==> src/rtl/seg7_pkg.sv <==
// Shared 7-segment definitions for the encode (display driver) and capture sides.
// Patterns are active-low, bit order g..a ([6]=g, [0]=a).
package seg7_pkg;

    localparam int unsigned NUM_DIGITS = 4;
    localparam int unsigned SEG_W      = 7;
    localparam int unsigned SEG_BUS_W  = 8;
    localparam int unsigned NIB_W      = 4;

    typedef logic [SEG_W-1:0] seg_pat_t;

    localparam seg_pat_t SEG_HEX_0 = 7'b1000000;
    localparam seg_pat_t SEG_HEX_1 = 7'b1111001;
    localparam seg_pat_t SEG_HEX_2 = 7'b0100100;
    localparam seg_pat_t SEG_HEX_3 = 7'b0110000;
    localparam seg_pat_t SEG_HEX_4 = 7'b0011001;
    localparam seg_pat_t SEG_HEX_5 = 7'b0010010;
    localparam seg_pat_t SEG_HEX_6 = 7'b0000010;
    localparam seg_pat_t SEG_HEX_7 = 7'b1111000;
    localparam seg_pat_t SEG_HEX_8 = 7'b0000000;
    localparam seg_pat_t SEG_HEX_9 = 7'b0010000;
    localparam seg_pat_t SEG_HEX_A = 7'b0001000;
    localparam seg_pat_t SEG_HEX_B = 7'b0000011;
    localparam seg_pat_t SEG_HEX_C = 7'b1000110;
    localparam seg_pat_t SEG_HEX_D = 7'b0100001;
    localparam seg_pat_t SEG_HEX_E = 7'b0000110;
    localparam seg_pat_t SEG_HEX_F = 7'b0001110;

    // Decoded digit: hex nibble plus "pattern not in table" flag
    typedef struct packed {
        logic [NIB_W-1:0] nibble;
        logic             bad;
    } seg_dec_t;

    // Nibble -> pattern, for the encode direction
    function automatic seg_pat_t seg_encode(input logic [NIB_W-1:0] nib);
        seg_pat_t pat;
        case (nib)
            4'h0:    pat = SEG_HEX_0;
            4'h1:    pat = SEG_HEX_1;
            4'h2:    pat = SEG_HEX_2;
            4'h3:    pat = SEG_HEX_3;
            4'h4:    pat = SEG_HEX_4;
            4'h5:    pat = SEG_HEX_5;
            4'h6:    pat = SEG_HEX_6;
            4'h7:    pat = SEG_HEX_7;
            4'h8:    pat = SEG_HEX_8;
            4'h9:    pat = SEG_HEX_9;
            4'hA:    pat = SEG_HEX_A;
            4'hB:    pat = SEG_HEX_B;
            4'hC:    pat = SEG_HEX_C;
            4'hD:    pat = SEG_HEX_D;
            4'hE:    pat = SEG_HEX_E;
            default: pat = SEG_HEX_F;
        endcase
        return pat;
    endfunction

endpackage

==> src/rtl/seg7_decode.sv <==
// Combinational 7-segment pattern -> {nibble, bad} decoder (active-low input).
module seg7_decode
    import seg7_pkg::*;
(
    input  seg_pat_t i_pat,
    output seg_dec_t o_dec_c
);

    // Table lookup; anything outside the 16 glyphs decodes to 0 and is flagged
    always_comb begin
        o_dec_c.nibble = 4'h0;
        o_dec_c.bad    = 1'b0;
        case (i_pat)
            SEG_HEX_0: o_dec_c.nibble = 4'h0;
            SEG_HEX_1: o_dec_c.nibble = 4'h1;
            SEG_HEX_2: o_dec_c.nibble = 4'h2;
            SEG_HEX_3: o_dec_c.nibble = 4'h3;
            SEG_HEX_4: o_dec_c.nibble = 4'h4;
            SEG_HEX_5: o_dec_c.nibble = 4'h5;
            SEG_HEX_6: o_dec_c.nibble = 4'h6;
            SEG_HEX_7: o_dec_c.nibble = 4'h7;
            SEG_HEX_8: o_dec_c.nibble = 4'h8;
            SEG_HEX_9: o_dec_c.nibble = 4'h9;
            SEG_HEX_A: o_dec_c.nibble = 4'hA;
            SEG_HEX_B: o_dec_c.nibble = 4'hB;
            SEG_HEX_C: o_dec_c.nibble = 4'hC;
            SEG_HEX_D: o_dec_c.nibble = 4'hD;
            SEG_HEX_E: o_dec_c.nibble = 4'hE;
            SEG_HEX_F: o_dec_c.nibble = 4'hF;
            default:   o_dec_c.bad    = 1'b1;
        endcase
    end

endmodule

==> src/rtl/seg7_capture.sv <==
// Multiplexed 4-digit 7-segment sniffer: synchronizes SEG_N/DIG, debounces each
// digit, decodes it and publishes a 16-bit frame once all four digits are seen.
// Optional macro SEG7_CAPTURE_BCD_EN: A-F count as errors and a binary BIN output
// (d3*1000 + d2*100 + d1*10 + d0) is added.
module seg7_capture
    import seg7_pkg::*;
#(
    parameter int unsigned SYNC_STAGES   = 2,
    parameter int unsigned STABLE_CYCLES = 64
) (
    input  logic        CLK,
    input  logic        RST,
    input  logic [7:0]  SEG_N,
    input  logic [3:0]  DIG,
    output logic [15:0] VALUE,
    output logic [3:0]  DOTS,
    output logic        VALID,
    output logic        ERR,
    output logic        BLANK_SEEN
`ifdef SEG7_CAPTURE_BCD_EN
    ,
    output logic [13:0] BIN
`endif
);

    localparam int unsigned CNT_W = $clog2(STABLE_CYCLES + 1);
    localparam int unsigned DIG_W = NUM_DIGITS;
    localparam logic [CNT_W-1:0] CNT_MAX = CNT_W'(STABLE_CYCLES);

    logic [SYNC_STAGES-1:0][SEG_BUS_W-1:0] r_seg_sync;
    logic [SYNC_STAGES-1:0][DIG_W-1:0]     r_dig_sync;
    logic [SEG_BUS_W-1:0]                  r_prev_seg;
    logic [DIG_W-1:0]                      r_prev_dig;
    logic [CNT_W-1:0]                      r_cnt;
    logic [DIG_W-1:0]                      r_mask;
    logic [DIG_W-1:0][NIB_W-1:0]           r_slot_nib;
    logic [DIG_W-1:0]                      r_slot_dot;
    logic [DIG_W-1:0]                      r_slot_bad;
    logic [15:0]                           r_value;
    logic [DIG_W-1:0]                      r_dots;
    logic                                  r_valid;
    logic                                  r_err;
    logic                                  r_blank_seen;

    logic [SEG_BUS_W-1:0] w_seg;
    logic [DIG_W-1:0]     w_dig;
    logic                 w_multi;
    logic                 w_one_hot;
    logic                 w_same;
    logic [CNT_W-1:0]     w_cnt_next;
    logic                 w_capture;
    logic                 w_frame_done;
    logic                 w_bad;
    seg_dec_t             w_dec;

    assign w_seg        = r_seg_sync[SYNC_STAGES-1];
    assign w_dig        = r_dig_sync[SYNC_STAGES-1];
    assign w_multi      = (w_dig & (w_dig - DIG_W'(1))) != '0;
    assign w_one_hot    = (w_dig != '0) && !w_multi;
    assign w_same       = {w_dig, w_seg} == {r_prev_dig, r_prev_seg};
    assign w_frame_done = (r_mask == '1);

    seg7_decode u_decode (
        .i_pat   (w_seg[SEG_W-1:0]),
        .o_dec_c (w_dec)
    );

`ifdef SEG7_CAPTURE_BCD_EN
    assign w_bad = w_dec.bad || (w_dec.nibble > 4'h9);
`else
    assign w_bad = w_dec.bad;
`endif

    // Input synchronizers and previous-sample register for the stability compare
    always_ff @(posedge CLK or posedge RST) begin
        if (RST) begin
            r_seg_sync <= '0;
            r_dig_sync <= '0;
            r_prev_seg <= '0;
            r_prev_dig <= '0;
        end else begin
            r_seg_sync <= {r_seg_sync[SYNC_STAGES-2:0], SEG_N};
            r_dig_sync <= {r_dig_sync[SYNC_STAGES-2:0], DIG};
            r_prev_seg <= w_seg;
            r_prev_dig <= w_dig;
        end
    end

    // Stability counter: blank clears, change reloads to 1, repeat counts up and saturates
    always_comb begin
        w_cnt_next = r_cnt;
        if (!w_one_hot) begin
            w_cnt_next = '0;
        end else if (!w_same) begin
            w_cnt_next = CNT_W'(1);
        end else if (r_cnt != CNT_MAX) begin
            w_cnt_next = r_cnt + CNT_W'(1);
        end
    end

    // Capture exactly once, on the cycle the count first reaches the threshold
    assign w_capture = (w_cnt_next == CNT_MAX) && (r_cnt != CNT_MAX);

    // Stability counter register
    always_ff @(posedge CLK or posedge RST) begin
        if (RST) begin
            r_cnt <= '0;
        end else begin
            r_cnt <= w_cnt_next;
        end
    end

    // Shadow slots and capture mask; a capture on the completion cycle survives the clear
    always_ff @(posedge CLK or posedge RST) begin
        if (RST) begin
            r_mask     <= '0;
            r_slot_nib <= '0;
            r_slot_dot <= '0;
            r_slot_bad <= '0;
        end else begin
            for (int i = 0; i < int'(DIG_W); i++) begin
                if (w_capture && w_dig[i]) begin
                    r_mask[i]     <= 1'b1;
                    r_slot_nib[i] <= w_dec.nibble;
                    r_slot_dot[i] <= ~w_seg[SEG_BUS_W-1];
                    r_slot_bad[i] <= w_bad;
                end else if (w_frame_done) begin
                    r_mask[i]     <= 1'b0;
                    r_slot_bad[i] <= 1'b0;
                end
            end
        end
    end

    // Publish the assembled frame the cycle after the mask fills
    always_ff @(posedge CLK or posedge RST) begin
        if (RST) begin
            r_value <= '0;
            r_dots  <= '0;
            r_err   <= 1'b0;
            r_valid <= 1'b0;
        end else begin
            r_valid <= w_frame_done;
            if (w_frame_done) begin
                r_value <= r_slot_nib;
                r_dots  <= r_slot_dot;
                r_err   <= |r_slot_bad;
            end
        end
    end

    // Sticky flag for overlapping digit strobes
    always_ff @(posedge CLK or posedge RST) begin
        if (RST) begin
            r_blank_seen <= 1'b0;
        end else if (w_multi) begin
            r_blank_seen <= 1'b1;
        end
    end

`ifdef SEG7_CAPTURE_BCD_EN
    localparam int unsigned BIN_W = 14;

    logic [BIN_W-1:0] w_bin;
    logic [BIN_W-1:0] r_bin;

    assign w_bin = BIN_W'(r_slot_nib[3]) * BIN_W'(1000)
                 + BIN_W'(r_slot_nib[2]) * BIN_W'(100)
                 + BIN_W'(r_slot_nib[1]) * BIN_W'(10)
                 + BIN_W'(r_slot_nib[0]);

    // Binary value registered alongside VALUE
    always_ff @(posedge CLK or posedge RST) begin
        if (RST) begin
            r_bin <= '0;
        end else if (w_frame_done) begin
            r_bin <= w_bin;
        end
    end

    assign BIN = r_bin;
`endif

    assign VALUE      = r_value;
    assign DOTS       = r_dots;
    assign VALID      = r_valid;
    assign ERR        = r_err;
    assign BLANK_SEEN = r_blank_seen;

endmodule

==> config.mk <==
export PLATFORM = sky130hd
export DESIGN_NAME = seg7_capture
export DESIGN_NICKNAME = d
export VERILOG_FILES = /design/src/rtl/seg7_pkg.sv /design/src/rtl/seg7_decode.sv /design/src/rtl/seg7_capture.sv
export SDC_FILE = /design/constraint.sdc
export NUM_CORES = 1
export LEC_CHECK = 0
export BUFFER_PORTS_ARGS = -buffer_cell sky130_fd_sc_hd__buf_2
export CAP_MARGIN = 0
export CORE_MARGIN = 1
export CORE_UTILIZATION = 63
export CTS_CLUSTER_SIZE = 20
export DETAILED_ROUTE_END_ITERATION = 8
export PLACE_DENSITY = 0.87
export SETUP_SLACK_MARGIN = 0.05
export SLEW_MARGIN = 30
export SYNTH_ARGS = -nofsm -noshare
export SYNTH_HDL_FRONTEND = slang
export SYNTH_SLANG_ARGS = --single-unit
==> constraint.sdc <==
create_clock -name CLK -period 7 [get_ports CLK]
set_input_delay 0.35 -clock CLK [delete_from_list [all_inputs] [get_ports CLK]]
set_output_delay 0.35 -clock CLK [all_outputs]
set_load 0.05 [all_outputs]
==> Implementation_results.wiki, run 1 <==
{| class="wikitable"
! Metric !! Value
|-
| Result of the run || completed
|-
| Fmax achieved || between 0.4 and 0.5 GHz
|-
| Share of final-layout standard cells stronger than drive strength 1 || between 20% and 30%
|-
| Synth Area in XOR/XNOR || 4.433%
|-
| Horizontal die dimension || a little over 80 um
|-
| Largest stage delay on the critical path || 0.62 ns
|-
| Worst Clk Skew || 0.009529 ns
|-
| DRC violations left || 0
|-
| Leak pwr || 0.002148 uW
|-
| CP arrival || 2.73 ns
|-
| Utilization after layout || 73.14%
|-
| Synth Area in Compound Gates || 7.030%
|-
| Wire length of the first global-routing pass || between 10 and 15 mm
|-
| Yosys reg bits || 94
|-
| Number of warnings reported in the yosys synthesis log || 0
|-
| Total Die Area || 6593 um2
|-
| Portion of netlist area occupied by mux cells || approximately 8.4%
|-
| Wire length on met3 || between 200 and 300 um
|-
| Distinct cells, synth || 54
|-
| Post-route met1 wirelength || 2.856 mm
|-
| Vias per cell || 5.563
|-
| Final Critical Period || between 2 and 2.5 ns
|-
| Synth async-reset ratio || 100.0%
|-
| Overall fraction of global-route tracks in use || between 20% and 30%
|-
| Detailed-router iteration count before antenna repair || 4
|-
| Layout Area Growth over Synthesis || 10.89%
|-
| Setup TNS || 0 ns
|-
| Total length of routed met2 wires || 3.243 mm
|-
| Internal Power || 742.4 uW
|-
| Core Footprint || 5991 um2
|-
| Largest voltage drop on the vdd net || approximately 190 uV
|-
| Mean Syn Cell Area || 12.31 um2
|-
| Detail-routed net length per standard cell || about 15 um
|-
| Synthesized area || about 4000 um2
|-
| Synth Area in Simple Gates || 17.19%
|-
| Hold_ws || 0.04294 ns
|-
| Category of the worst setup path launch point || flip-flop
|-
| Filler Cells Inserted || 416
|-
| Cells traversed along the worst timing path || ha_1 -> nand3_1 -> nor3_2 -> nor2_1 -> nor4_4 -> mux2_4
|-
| Leading register cell type out of synthesis || sky130_fd_sc_hd__dfrtp_1
|-
| Number of nets in the final layout || 372
|-
| Global placement routability congestion || around 0.76
|-
| Number of nets with antenna violations after detailed routing || 0
|-
| Post-Place Cells || 420
|-
| CTS tree || built
|-
| Clock root buffer master || sky130_fd_sc_hd__clkbuf_8
|-
| CP endpoint kind || flip-flop
|-
| Number of buffers on the longest clock path || 2
|-
| Number of max-slew violations in the final report || 0
|-
| Maximum number of pins on one net before global-route repair || 57
|-
| Post-CTS setup buffer count || 0
|-
| Initial standard-cell utilization of the core || 65.96%
|-
| Number of buffers created by CTS || 9
|-
| Clock network power share || 36.4%
|-
| HPWL reported at the end of detailed placement || 4.429 mm
|-
| Post-synthesis net count || 337
|-
| Tcrit/Tclk final || 35.63%
|-
| Number of standard cells in the layout, taps in and fillers out || 435
|-
| Count of inserted antenna diode cells || 0
|-
| Sequential share of power || 59.1%
|-
| Leftover overflow at the end of global routing || 0
|-
| Share of total power in combinational logic || between 4 and 5%
|-
| Post-cts resize count || 0
|-
| Clock-pin slew on the worst setup and hold paths || 0.08 ns
|-
| Net switching component of the power || 220.4 uW
|-
| Worst rel slew slack || 48.93%
|-
| Max-Cap Viols || 0
|-
| Port Buffer Count || 36
|-
| FF/Latch Area || roughly 2400 um2
|-
| Switching share of power || a little under a quarter
|-
| Total length of routed wires || 6.501 mm
|-
| Clock network latency to the later pin of the worst-skew pair || about 0.36 ns
|-
| Worst-margin pin slew || ~0.76 ns
|-
| Hold WC Path Type || input port to asynchronous set/reset pin
|-
| Post-synthesis sequential area ratio || 59.53%
|-
| Combined area of the multi-input logic cells || between 1500 and 2000 um2
|-
| Cells after Synth || 321
|-
| TritonCTS sink count || 94
|-
| Via count || 2420
|-
| Cell area power density || 219.7 nW/um2
|-
| Data required time at the worst endpoint || 7.24 ns
|-
| Crit Path Max Fanout || 7
|-
| Number of endpoints with negative hold slack in the final report || 0
|-
| WS Path Type || flip-flop to flip-flop
|-
| Highest metal used || met4
|-
| Setup repair after global routing missed its margin || false
|-
| Largest family of logic cells by synthesized area || simple AND/OR/NAND/NOR gates
|-
| Vias in the first global route || 2351
|-
| CP max stage cell || sky130_fd_sc_hd__nor4_4
|-
| Number of flops mapped to enable cells by yosys || 0
|-
| Adder-Cell Fraction of Synth Area || less than 1%
|-
| Number of violations reported at the end of detailed-routing iteration 0 || 115
|-
| Number of placed I/O pins || 37
|-
| Antenna violations before repair || 0
|-
| Hold-fix buffers at CTS || 0
|-
| Final setup fails || 0
|-
| Height of the chip || 81.20 um
|-
| Std cell rows || 28
|-
| Clock H-tree levels || 3
|}
power by group through the flow:
stage | sequential [uW] | clock (uW) | combinational (uW)
after global routing | 571 | 385 | 48.5
after global placement | 578 | 0 | 42.1
after floorplan | 570 | 0 | 40.7
after detailed placement | 580 | 0 | 43.8
after CTS | 569 | 364 | 44.0
final | 569 | 351 | 43.1
state kept, by name (all words and copies together), names as in the netlist, 4 cells and up:
register and flops:
r_prev_seg 8, r_seg_sync 8, DOTS 4, r_cnt 7, r_slot_dot 4, r_slot_bad 4
VALUE 16, r_prev_dig 4, w_seg 8, r_slot_nib 16, w_dig 4, r_dig_sync 4
r_mask 4
layout make-up:
| cell class | instances | area share, % |
|---|---|---|
| Inverter | 10 | 0.8852 |
| Sequential cell | 94 | 53.68 |
| Clock buffer | 10 | 3.141 |
| Multi-Input combinational cell | 203 | 34.35 |
| Tap cell | 75 | 2.142 |
| Timing Repair Buffer | 38 | 4.455 |
| Clock inverter | 5 | 1.342 |
cells by family (layout without fill, tap and decap cells):
family / Yosys count / in the layout
adder cells (fa/ha/maj): 3 / 3
multiplexers: 25 / 25
AND/OR/NAND/NOR: 119 / 119
XOR/XNOR: 20 / 20
buffers and inverters: 24 / 63
AO/OA/AOI/OAI: 36 / 36
flip-flops: 94 / 94
metal layers:
layer / vias to the layer above / global-route usage, %
met4: 0 / 8.036
met1: 1162 / 29.03
li1: 1173 / -
met2: 70 / 36.64
met3: 15 / 7.416
met5: - / 0
path summary, 6_finish.rpt:
kind | from | slack [ns] | to | cells after the start
max reg2reg | r_cnt[0]$_DFF_PP0_ | 4.51 | r_slot_nib[0]$_DFFE_PP0P_ | 6
min | RST | 0.04 | r_seg_sync[5]$_DFF_PP0_ | 2
min reg2reg | r_dig_sync[0]$_DFF_PP0_ | 0.35 | w_dig[0]$_DFF_PP0_ | 0
max | r_cnt[0]$_DFF_PP0_ | 4.51 | r_slot_nib[0]$_DFFE_PP0P_ | 6
min in group CLK | SEG_N[0] | 0.09 | r_seg_sync[0]$_DFF_PP0_ | 1
max in group asynchronous | RST | 5.88 | VALUE[4]$_DFFE_PP0P_ | 3
cell usage after synthesis, drive strengths merged, types with 2 or more instances:
library cell  count  area, um2
dfrtp            94       2352
nand2            65      244.0
mux2             16      240.2
xor2             16      140.1
clkbuf           12      48.80
nor3             11      93.84
nor2             10      37.54
o21ai            10      50.05
inv               9      33.78
mux2i             9      90.09
nor4              8      101.3
a21o              4      30.03
a21oi             4      20.02
nand4             4      25.02
o211ai            4      53.80
or3b              4      35.04
xnor2             4      35.03
nand3             3      27.53
a32oi             2      17.52
and3              2      12.51
buf               2      15.01
ha                2      25.02
nand3b            2      15.01
o21a              2      15.01
o21bai            2      15.01
o32ai             2      17.52
or4b              2      23.77
cells in the final DEF, fill, tap and decap left out, drive strengths merged, types with 3 or more instances in the layout:
| cell | instances |
|---|---|
| nor2 | 10 |
| clkinv | 3 |
| nand2 | 65 |
| o21ai | 10 |
| or3b | 4 |
| mux2i | 9 |
| xor2 | 16 |
| o211ai | 4 |
| dfrtp | 94 |
| a21oi | 4 |
| nor4 | 8 |
| mux2 | 16 |
| a21o | 4 |
| nand3 | 3 |
| xnor2 | 4 |
| buf | 38 |
| inv | 9 |
| nor3 | 11 |
| nand4 | 4 |
| clkbuf | 10 |
critical path, delay by kind of cell, from the launching register on:
kind | cells | cell delay [ns]
simple gates | 4 | 1.31
fa+ha+maj | 1 | 0.27
flops | 1 | 0.46
mux | 1 | 0.35
through the flow:
step | cell area (um2) | total power, uW | worst slack, ns
floorplan | 3951 | 610.9 | 4.201
global placement | 4178 | 620.4 | 4.520
detailed placement | 4178 | 623.4 | 4.519
CTS | 4374 | 976.5 | 4.471
global route | 4382 | 1004 | 4.345
finish | 4382 | 962.8 | 4.506
Note: power is estimated with default switching activity, not from simulation.
==> run 2, diff against run 1 <==
--- a/config.mk
+++ b/config.mk
@@ -5,13 +5,14 @@
 export SDC_FILE = /design/constraint.sdc
 export NUM_CORES = 1
 export LEC_CHECK = 0
+export ABC_AREA = 1
 export BUFFER_PORTS_ARGS = -buffer_cell sky130_fd_sc_hd__buf_2
 export CAP_MARGIN = 0
 export CORE_MARGIN = 1
-export CORE_UTILIZATION = 63
+export CORE_UTILIZATION = 53
 export CTS_CLUSTER_SIZE = 20
 export DETAILED_ROUTE_END_ITERATION = 8
-export PLACE_DENSITY = 0.87
+export PLACE_DENSITY = 0.78
 export SETUP_SLACK_MARGIN = 0.05
 export SLEW_MARGIN = 30
 export SYNTH_ARGS = -nofsm -noshare
==> constraint.sdc (replaced) <==
create_clock -name CLK -period 2.27 [get_ports CLK]
set_input_delay 0.1135 -clock CLK [delete_from_list [all_inputs] [get_ports CLK]]
set_output_delay 0.1135 -clock CLK [all_outputs]
set_load 0.05 [all_outputs]
==> run 2 against run 1 <==
Compared with the run above:
- synthesized cell count increased by 27%
- sequential power increased to 3.1 times the previous value
- via count increased by 22%
- combinational power increased to 4.8 times the previous value
- critical path depth increased by 6
- first-iteration DRC count increased by 110%
- maximum frequency increased by 20%
- die area increased by 23%
- clock-buffer cell count increased by 1
- highest routed layer unchanged
==> Implementation_results.wiki, run 2 <==
{| class="wikitable"
! Metric !! Value
|-
| Result of the run || completed
|-
| DRC violations left || 0
|-
| Clock network latency to the later pin of the worst-skew pair || 0.36 ns
|-
| Number of nets with antenna violations after detailed routing || 0
|-
| CTS tree || built
|-
| HPWL reported at the end of detailed placement || about 5.3 mm
|-
| Total length of routed wires || about 7.6 mm
|-
| Number of max-slew violations in the final report || 0
|-
| FF/Latch Area || 2352 um2
|-
| Mean Syn Cell Area || ~10 um2
|-
| Final setup fails || 0
|-
| Leftover overflow at the end of global routing || 0
|-
| Number of buffers on the longest clock path || 2
|-
| Synthesized area || 4100 um2
|-
| Worst rel slew slack || 75.24%
|-
| Overall fraction of global-route tracks in use || 19.69%
|-
| Core Footprint || 7370 um2
|-
| Number of placed I/O pins || 37
|-
| Number of buffer and inverter stages on the critical path || 2
|-
| Setup repair after global routing missed its margin || false
|-
| Global placement routability congestion || 0.8850
|-
| Layout Area Growth over Synthesis || 17.55%
|-
| Largest stage delay on the critical path || around 0.38 ns
|-
| Detail-routed net length per standard cell || 13.17 um
|-
| Gate family responsible for the most delay along the worst path || simple AND/OR/NAND/NOR gates
|-
| Crit Path Max Fanout || 28
|-
| Std cell rows || 31
|-
| CP endpoint kind || flip-flop
|-
| Maximum number of pins on one net before global-route repair || 41
|-
| CP arrival || between 2 and 2.5 ns
|-
| Max-Cap Viols || 0
|-
| Top post-synthesis cells by count || sky130_fd_sc_hd__nand2_1 (109), sky130_fd_sc_hd__dfrtp_1 (94), sky130_fd_sc_hd__inv_1 (37), sky130_fd_sc_hd__nand4_1 (32), sky130_fd_sc_hd__nor2_1 (29)
|-
| Hold WC Path Type || input port to asynchronous set/reset pin
|-
| Antenna violations before repair || 0
|-
| Total Die Area || 8092 um2
|-
| Combined area of the multi-input logic cells || 1484 um2
|-
| Number of violations reported at the end of detailed-routing iteration 0 || 237
|-
| Number of flops mapped to enable cells by yosys || 0
|-
| Number of buffers created by CTS || 9
|-
| Leak pwr || 0.002637 uW
|-
| Post-synthesis net count || 424
|-
| Clock H-tree levels || 3
|-
| Number of nets in the final layout || 487
|-
| Clock root buffer master || sky130_fd_sc_hd__clkbuf_8
|-
| Filler Cells Inserted || 570
|-
| Utilization after layout || 65.40%
|-
| Largest voltage drop on the vdd net || between 500 and 600 uV
|-
| Cells traversed along the worst timing path || buf_4 -> ha_1 -> nand3_1 -> nor3_1 -> xnor2_1 -> nor2_4 -> nand2_2 -> nor2_8 -> buf_12 -> nand3_4 -> nand2_1 -> nand2_1
|-
| CP max stage cell || sky130_fd_sc_hd__dfrtp_1
|-
| Most common library cell in the layout ignoring fill and taps || sky130_fd_sc_hd__nand2_1
|-
| Area fraction of the dominant cell type after synthesis || 57.37%
|-
| Tcrit/Tclk final || between 90% and 100%
|-
| Initial standard-cell utilization of the core || 55.64%
|-
| Final Critical Period || 2.079 ns
|-
| TritonCTS sink count || 94
|-
| Count of inserted antenna diode cells || 0
|-
| Cells taking the most area after synthesis || sky130_fd_sc_hd__dfrtp_1 (57%), sky130_fd_sc_hd__nand2_1 (10%), sky130_fd_sc_hd__mux2_1 (4.9%)
|-
| Category of the worst setup path launch point || flip-flop
|-
| Distinct cells, synth || 33
|-
| Final total power || 3103 uW
|-
| Setup TNS || 0 ns
|-
| Post-synthesis sequential area ratio || 57.37%
|-
| Via count || 2958
|-
| Worst Clk Skew || 0.008485 ns
|-
| Wire length of the first global-routing pass || between 10 and 15 mm
|-
| Number of endpoints with negative hold slack in the final report || 0
|-
| Fmax achieved || ~0.48 GHz
|-
| Leading register cell type out of synthesis || sky130_fd_sc_hd__dfrtp_1
|-
| Vias in the first global route || 2740
|-
| Number of warnings reported in the yosys synthesis log || 0
|-
| Clock-pin slew on the worst setup and hold paths || approximately 0.09 ns
|-
| Crit-path most repeated cell || sky130_fd_sc_hd__nand2_1
|-
| Yosys reg bits || 94
|-
| Worst-margin pin slew || 0.3714 ns
|-
| Horizontal die dimension || approximately 90 um
|-
| Share of final-layout standard cells stronger than drive strength 1 || a little over a fifth
|-
| Most instantiated library cell after synthesis || sky130_fd_sc_hd__nand2_1
|-
| WS Path Type || flip-flop to flip-flop
|-
| Height of the chip || ~90 um
|-
| Port Buffer Count || 36
|-
| Most area-hungry cell type in the Yosys netlist || sky130_fd_sc_hd__dfrtp_1
|-
| Commonest cells after routing, fill and taps aside || sky130_fd_sc_hd__nand2_1 (108), sky130_fd_sc_hd__dfrtp_1 (94), sky130_fd_sc_hd__buf_2 (36), sky130_fd_sc_hd__inv_1 (35), sky130_fd_sc_hd__nand4_1 (32)
|-
| Detailed-router iteration count before antenna repair || 4
|-
| Cell area power density || 643.7 nW/um2
|-
| Synth async-reset ratio || 100.0%
|-
| Data required time at the worst endpoint || 2.52 ns
|-
| Vias per cell || 5.144
|-
| Cells after Synth || just over 400
|}
==> run 2: cell count changes after synthesis, sizes merged, moves of 6 or more <==
cell / before / now
nor4: 8 / 2
buf: 2 / 9
nand2: 65 / 114
xor2: 16 / 3
nand4: 4 / 32
nand3: 3 / 17
mux2i: 9 / 0
inv: 9 / 47
clkbuf: 12 / 4
nor2: 10 / 35
==> run 2: layout make-up <==
type                    count  share of cell area, %
clock buffers              11                  3.141
well taps                  99                  2.570
flip-flops and latches     94                  48.81
clock inverters             5                  1.376
repair inverters            2                 0.2336
inverters                  47                  3.946
repair buffers             63                  9.138
multi-input cells         254                  30.79
==> run 2: metal layers <==
layer	routed length, um	vias to the layer above	global-route usage (%)	part of all wire [%]
met5	0	-	0	0
met4	139	0	9.409	1.8
met3	354	13	3.215	4.7
met2	3684	84	31.79	49
met1	3398	1414	26.17	45
li1	-	1447	-	-
==> run 2: logic make-up (layout without fill, tap and decap cells) <==
group | Yosys count | after routing | synth area share [%]
buffers and inverters | 60 | 128 | 7.232
AO/OA/AOI/OAI | 12 | 12 | 1.556
adder cells (fa/ha/maj) | 2 | 2 | 0.6102
AND/OR/NAND/NOR | 212 | 212 | 26.03
flip-flops | 94 | 94 | 57.37
multiplexers | 20 | 20 | 5.493
XOR/XNOR | 8 | 8 | 1.709
==> run 2: worst register-to-register path: stages, from the launching register on <==
cell and delay, ns:
sky130_fd_sc_hd__dfrtp_1 0.38, sky130_fd_sc_hd__buf_4 0.13, sky130_fd_sc_hd__ha_1 0.18, sky130_fd_sc_hd__nand3_1 0.12, sky130_fd_sc_hd__nor3_1 0.23, sky130_fd_sc_hd__xnor2_1 0.15
sky130_fd_sc_hd__nor2_4 0.14, sky130_fd_sc_hd__nand2_2 0.10, sky130_fd_sc_hd__nor2_8 0.11, sky130_fd_sc_hd__buf_12 0.18, sky130_fd_sc_hd__nand3_4 0.13, sky130_fd_sc_hd__nand2_1 0.09
sky130_fd_sc_hd__nand2_1 0.05
==> run 2: path summary, 6_finish.rpt <==
path                                         start                   endpoint  slack, ns  cells past startpoint
hold / removal                                 RST       VALUE[4]$_DFFE_PP0P_       0.26                      3
setup / recovery                r_cnt[0]$_DFF_PP0_  r_slot_nib[9]$_DFFE_PP0P_       0.19                     12
max in group asynchronous                      RST      VALUE[14]$_DFFE_PP0P_       1.35                      4
hold reg to reg            r_seg_sync[0]$_DFF_PP0_         w_seg[0]$_DFF_PP0_       0.35                      0
min in group CLK           r_seg_sync[0]$_DFF_PP0_         w_seg[0]$_DFF_PP0_       0.35                      0
setup reg to reg                r_cnt[0]$_DFF_PP0_  r_slot_nib[9]$_DFFE_PP0P_       0.19                     12
==> run 2: timing repair <==
action,4_1_cts,5_1_grt
resized for setup,1,9
setup endpoints to repair,11,28
buffers inserted,0,4
pin swaps,0,3
endpoints found under the hold margin,23,0
cloned,0,2
hold buffers,13,0
==> run 2: power by group <==
| part | internal (uW) | switching (uW) | leakage (uW) |
|---|---|---|---|
| Combinational | 71.9 | 134 | 0.00131 |
| Clock | 580 | 581 | 0.000108 |
| Sequential | 1710 | 28.6 | 0.00122 |
==> run 2: through the flow <==
| step | area, um2 | cells | hold slack, ns | setup slack, ns |
|---|---|---|---|---|
| finish | 4820 | 575 | 0.2565 | 0.1907 |
| floorplan | 4104 | 408 | 0.1449 | 0.3576 |
| CTS | 4752 | 569 | 0.2623 | 0.1402 |
| global route | 4820 | 575 | 0.3046 | 0.03477 |
| detailed placement | 4399 | 540 | 0.1066 | 0.05549 |
| global placement | 4399 | 540 | 0.1019 | 0.2378 |
==> run 3, diff against run 2 <==
--- a/config.mk
+++ b/config.mk
@@ -10,6 +10,7 @@
 export CAP_MARGIN = 0
 export CORE_MARGIN = 1
 export CORE_UTILIZATION = 53
+export CTS_BUF_LIST = sky130_fd_sc_hd__clkbuf_16
 export CTS_CLUSTER_SIZE = 20
 export DETAILED_ROUTE_END_ITERATION = 8
 export PLACE_DENSITY = 0.78
==> run 3 against run 2 <==
Compared with the run above:
- worst hold slack gained 0.031 ns
- highest routed layer unchanged
- first-iteration DRC count is 18% lower
- sequential share of layout area fell by 0.74 points
- sequential cell count unchanged
==> Implementation_results.wiki, run 3 (synthesis results as in run 2) <==
{| class="wikitable"
! Metric !! Value
|-
| Result of the run || completed
|-
| Largest voltage drop on the vdd net || 485.2 uV
|-
| Crit Reg-Reg Endpoint || r_slot_bad[0]$_DFFE_PP0P_
|-
| CP endpoint kind || flip-flop
|-
| WS Path Type || flip-flop to flip-flop
|-
| Crit-path most repeated cell || sky130_fd_sc_hd__nand2_1
|-
| Clock H-tree levels || 3
|-
| Final total power || 3422 uW
|-
| Number of max-slew violations in the final report || 0
|-
| Sequential share of power || 50.8%
|-
| DRC violations left || 0
|-
| Total Die Area || 8092 um2
|-
| Layout Area Growth over Synthesis || 19.41%
|-
| Wire length of the first global-routing pass || approximately 13 mm
|-
| Overall fraction of global-route tracks in use || roughly 20%
|-
| Worst rel slew slack || 75.36%
|-
| Setup slack of the critical path after layout || around 0.15 ns
|-
| Number of nets with antenna violations after detailed routing || 0
|-
| Detail-routed net length per standard cell || 13.39 um
|-
| Detailed-router iteration count before antenna repair || 4
|-
| Cells traversed along the worst timing path || buf_4 -> ha_1 -> nand3_1 -> nor3_1 -> xnor2_1 -> nor2_4 -> nand2_2 -> nor2_8 -> buf_12 -> nand3_4 -> nand2_1 -> nand2_1
|-
| Share of total power in combinational logic || 6.1%
|-
| Share of final-layout standard cells stronger than drive strength 1 || 21.68%
|-
| Horizontal die dimension || 89.96 um
|-
| TritonCTS sink count || 94
|-
| R2R Path Start || r_cnt[0]$_DFF_PP0_
|-
| Post-Place Cells || 540
|-
| Number of endpoints with negative hold slack in the final report || 0
|-
| Max-Cap Viols || 0
|-
| Category of the worst setup path launch point || flip-flop
|-
| Tcrit/Tclk final || between 90% and 100%
|-
| Port Buffer Count || 36
|-
| Number of nets in the final layout || 486
|-
| Via count || 2924
|-
| Number of buffer and inverter stages on the critical path || 2
|-
| Net switching component of the power || roughly 780 uW
|-
| Commonest cells after routing, fill and taps aside || sky130_fd_sc_hd__nand2_1 (106), sky130_fd_sc_hd__dfrtp_1 (93), sky130_fd_sc_hd__buf_2 (36), sky130_fd_sc_hd__inv_1 (35), sky130_fd_sc_hd__nand4_1 (32)
|-
| Utilization after layout || between 60% and 70%
|-
| Core Footprint || 7370 um2
|-
| Std cell rows || 31
|-
| Maximum number of pins on one net before global-route repair || 41
|-
| Internal Power || 2638 uW
|-
| Most common library cell in the layout ignoring fill and taps || sky130_fd_sc_hd__nand2_1
|-
| Fmax achieved || 0.4706 GHz
|-
| Total length of routed wires || 7.685 mm
|-
| Switching share of power || 22.92%
|-
| Number of buffers created by CTS || 9
|-
| Hold_ws || 0.2877 ns
|-
| Crit Path Max Fanout || 28
|-
| Clock root buffer master || sky130_fd_sc_hd__clkbuf_16
|-
| CP arrival || 2.35 ns
|-
| Worst Clk Skew || 0.007502 ns
|-
| Global placement routability congestion || about 0.9
|-
| Data required time at the worst endpoint || 2.49 ns
|-
| Vias per cell || approximately 5.1
|-
| Hold WC Path Type || input port to asynchronous set/reset pin
|-
| Height of the chip || 89.96 um
|-
| Worst-margin pin slew || about 0.37 ns
|-
| Initial standard-cell utilization of the core || 55.64%
|-
| Largest stage delay on the critical path || 0.38 ns
|-
| Number of placed I/O pins || 37
|-
| Antenna violations before repair || 0
|-
| Final setup fails || 0
|-
| Number of buffers on the longest clock path || 2
|-
| Final Critical Period || 2.125 ns
|-
| Cell area power density || 698.9 nW/um2
|-
| Gate family responsible for the most delay along the worst path || simple AND/OR/NAND/NOR gates
|-
| Number of cells traversed by the worst register-to-register path || 12
|-
| Leak pwr || 0.002667 uW
|-
| Clock network power share || 43.1%
|-
| CP max stage cell || sky130_fd_sc_hd__dfrtp_1
|-
| Clock network latency to the later pin of the worst-skew pair || around 0.34 ns
|-
| Vias in the first global route || 2796
|-
| Number of standard cells in the layout, taps in and fillers out || 574
|-
| Clock-pin slew on the worst setup and hold paths || 0.07 ns
|-
| Count of inserted antenna diode cells || 0
|-
| Leftover overflow at the end of global routing || 0
|-
| HPWL reported at the end of detailed placement || roughly 5.3 mm
|-
| Setup slack on the worst flop-to-flop path || 0.15 ns
|-
| CTS tree || built
|-
| Number of violations reported at the end of detailed-routing iteration 0 || 195
|-
| Post-place setup slack || 0.05549 ns
|}
[run 3: what timing repair did]
| action | 4_1_cts | 5_1_grt |
|---|---|---|
| hold buffers | 13 | 0 |
| pin swaps | 0 | 4 |
| hold endpoints to repair | 23 | 0 |
| gates resized for setup | 1 | 12 |
| setup buffers | 0 | 3 |
| cloned | 0 | 2 |
| endpoints found under the setup margin | 12 | 28 |
[run 3: worst reg2reg max path, stage by stage, from the launching register on]
cell and delay (ns):
sky130_fd_sc_hd__dfrtp_1 0.38, sky130_fd_sc_hd__buf_4 0.13, sky130_fd_sc_hd__ha_1 0.18, sky130_fd_sc_hd__nand3_1 0.13, sky130_fd_sc_hd__nor3_1 0.25, sky130_fd_sc_hd__xnor2_1 0.16
sky130_fd_sc_hd__nor2_4 0.14, sky130_fd_sc_hd__nand2_2 0.10, sky130_fd_sc_hd__nor2_8 0.10, sky130_fd_sc_hd__buf_12 0.18, sky130_fd_sc_hd__nand3_4 0.12, sky130_fd_sc_hd__nand2_1 0.07
sky130_fd_sc_hd__nand2_1 0.06
[run 3: power groups by stage]
stage / sequential (uW) / clock (uW) / combinational [uW]
6_report: 1740 / 1480 / 208
5_1_grt: 1740 / 1580 / 233
4_1_cts: 1740 / 1510 / 195
3_5_place_dp: 1770 / 0 / 176
3_3_place_gp: 1770 / 0 / 169
2_1_floorplan: 1760 / 0 / 142
[run 3: worst max-delay path by stage]
stage | cells past startpoint | to | slack (ns) | startpoint
2_1_floorplan | 11 | r_slot_nib[0]$_DFFE_PP0P_ | 0.36 | r_cnt[0]$_DFF_PP0_
3_3_place_gp | 12 | r_slot_nib[10]$_DFFE_PP0P_ | 0.24 | r_cnt[0]$_DFF_PP0_
3_5_place_dp | 12 | r_slot_nib[9]$_DFFE_PP0P_ | 0.06 | r_cnt[0]$_DFF_PP0_
4_1_cts | 13 | r_slot_bad[0]$_DFFE_PP0P_ | 0.13 | r_cnt[0]$_DFF_PP0_
5_1_grt | 12 | r_slot_nib[8]$_DFFE_PP0P_ | -0.005 | r_cnt[0]$_DFF_PP0_
6_report | 12 | r_slot_bad[0]$_DFFE_PP0P_ | 0.15 | r_cnt[0]$_DFF_PP0_
[run 3: routing by layer]
layer | track usage (%) | part of all wire, % | vias up
met2 | 33.14 | 50 | 72
met4 | 11.02 | 2.3 | 0
met1 | 26.56 | 45 | 1394
li1 | - | - | 1440
met5 | 0 | 0 | -
met3 | 3.469 | 3.4 | 18
[run 3: metrics by stage]
step	area, um2	TNS, ns
global route	4896	-0.004867
CTS	4833	0
finish	4896	0
detailed placement	4399	0
global placement	4399	0
floorplan	4104	0
[run 3: final cells by class]
class / instances / area (um2)
clock buffers: 9 / 225.2
clock inverters: 7 / 73.82
fillers: 558 / 2474
inverters: 47 / 190.2
multi-input cells: 254 / 1484
flip-flops and latches: 94 / 2354
well taps: 99 / 123.9
repair buffers: 62 / 432.9
repair inverters: 2 / 12.51
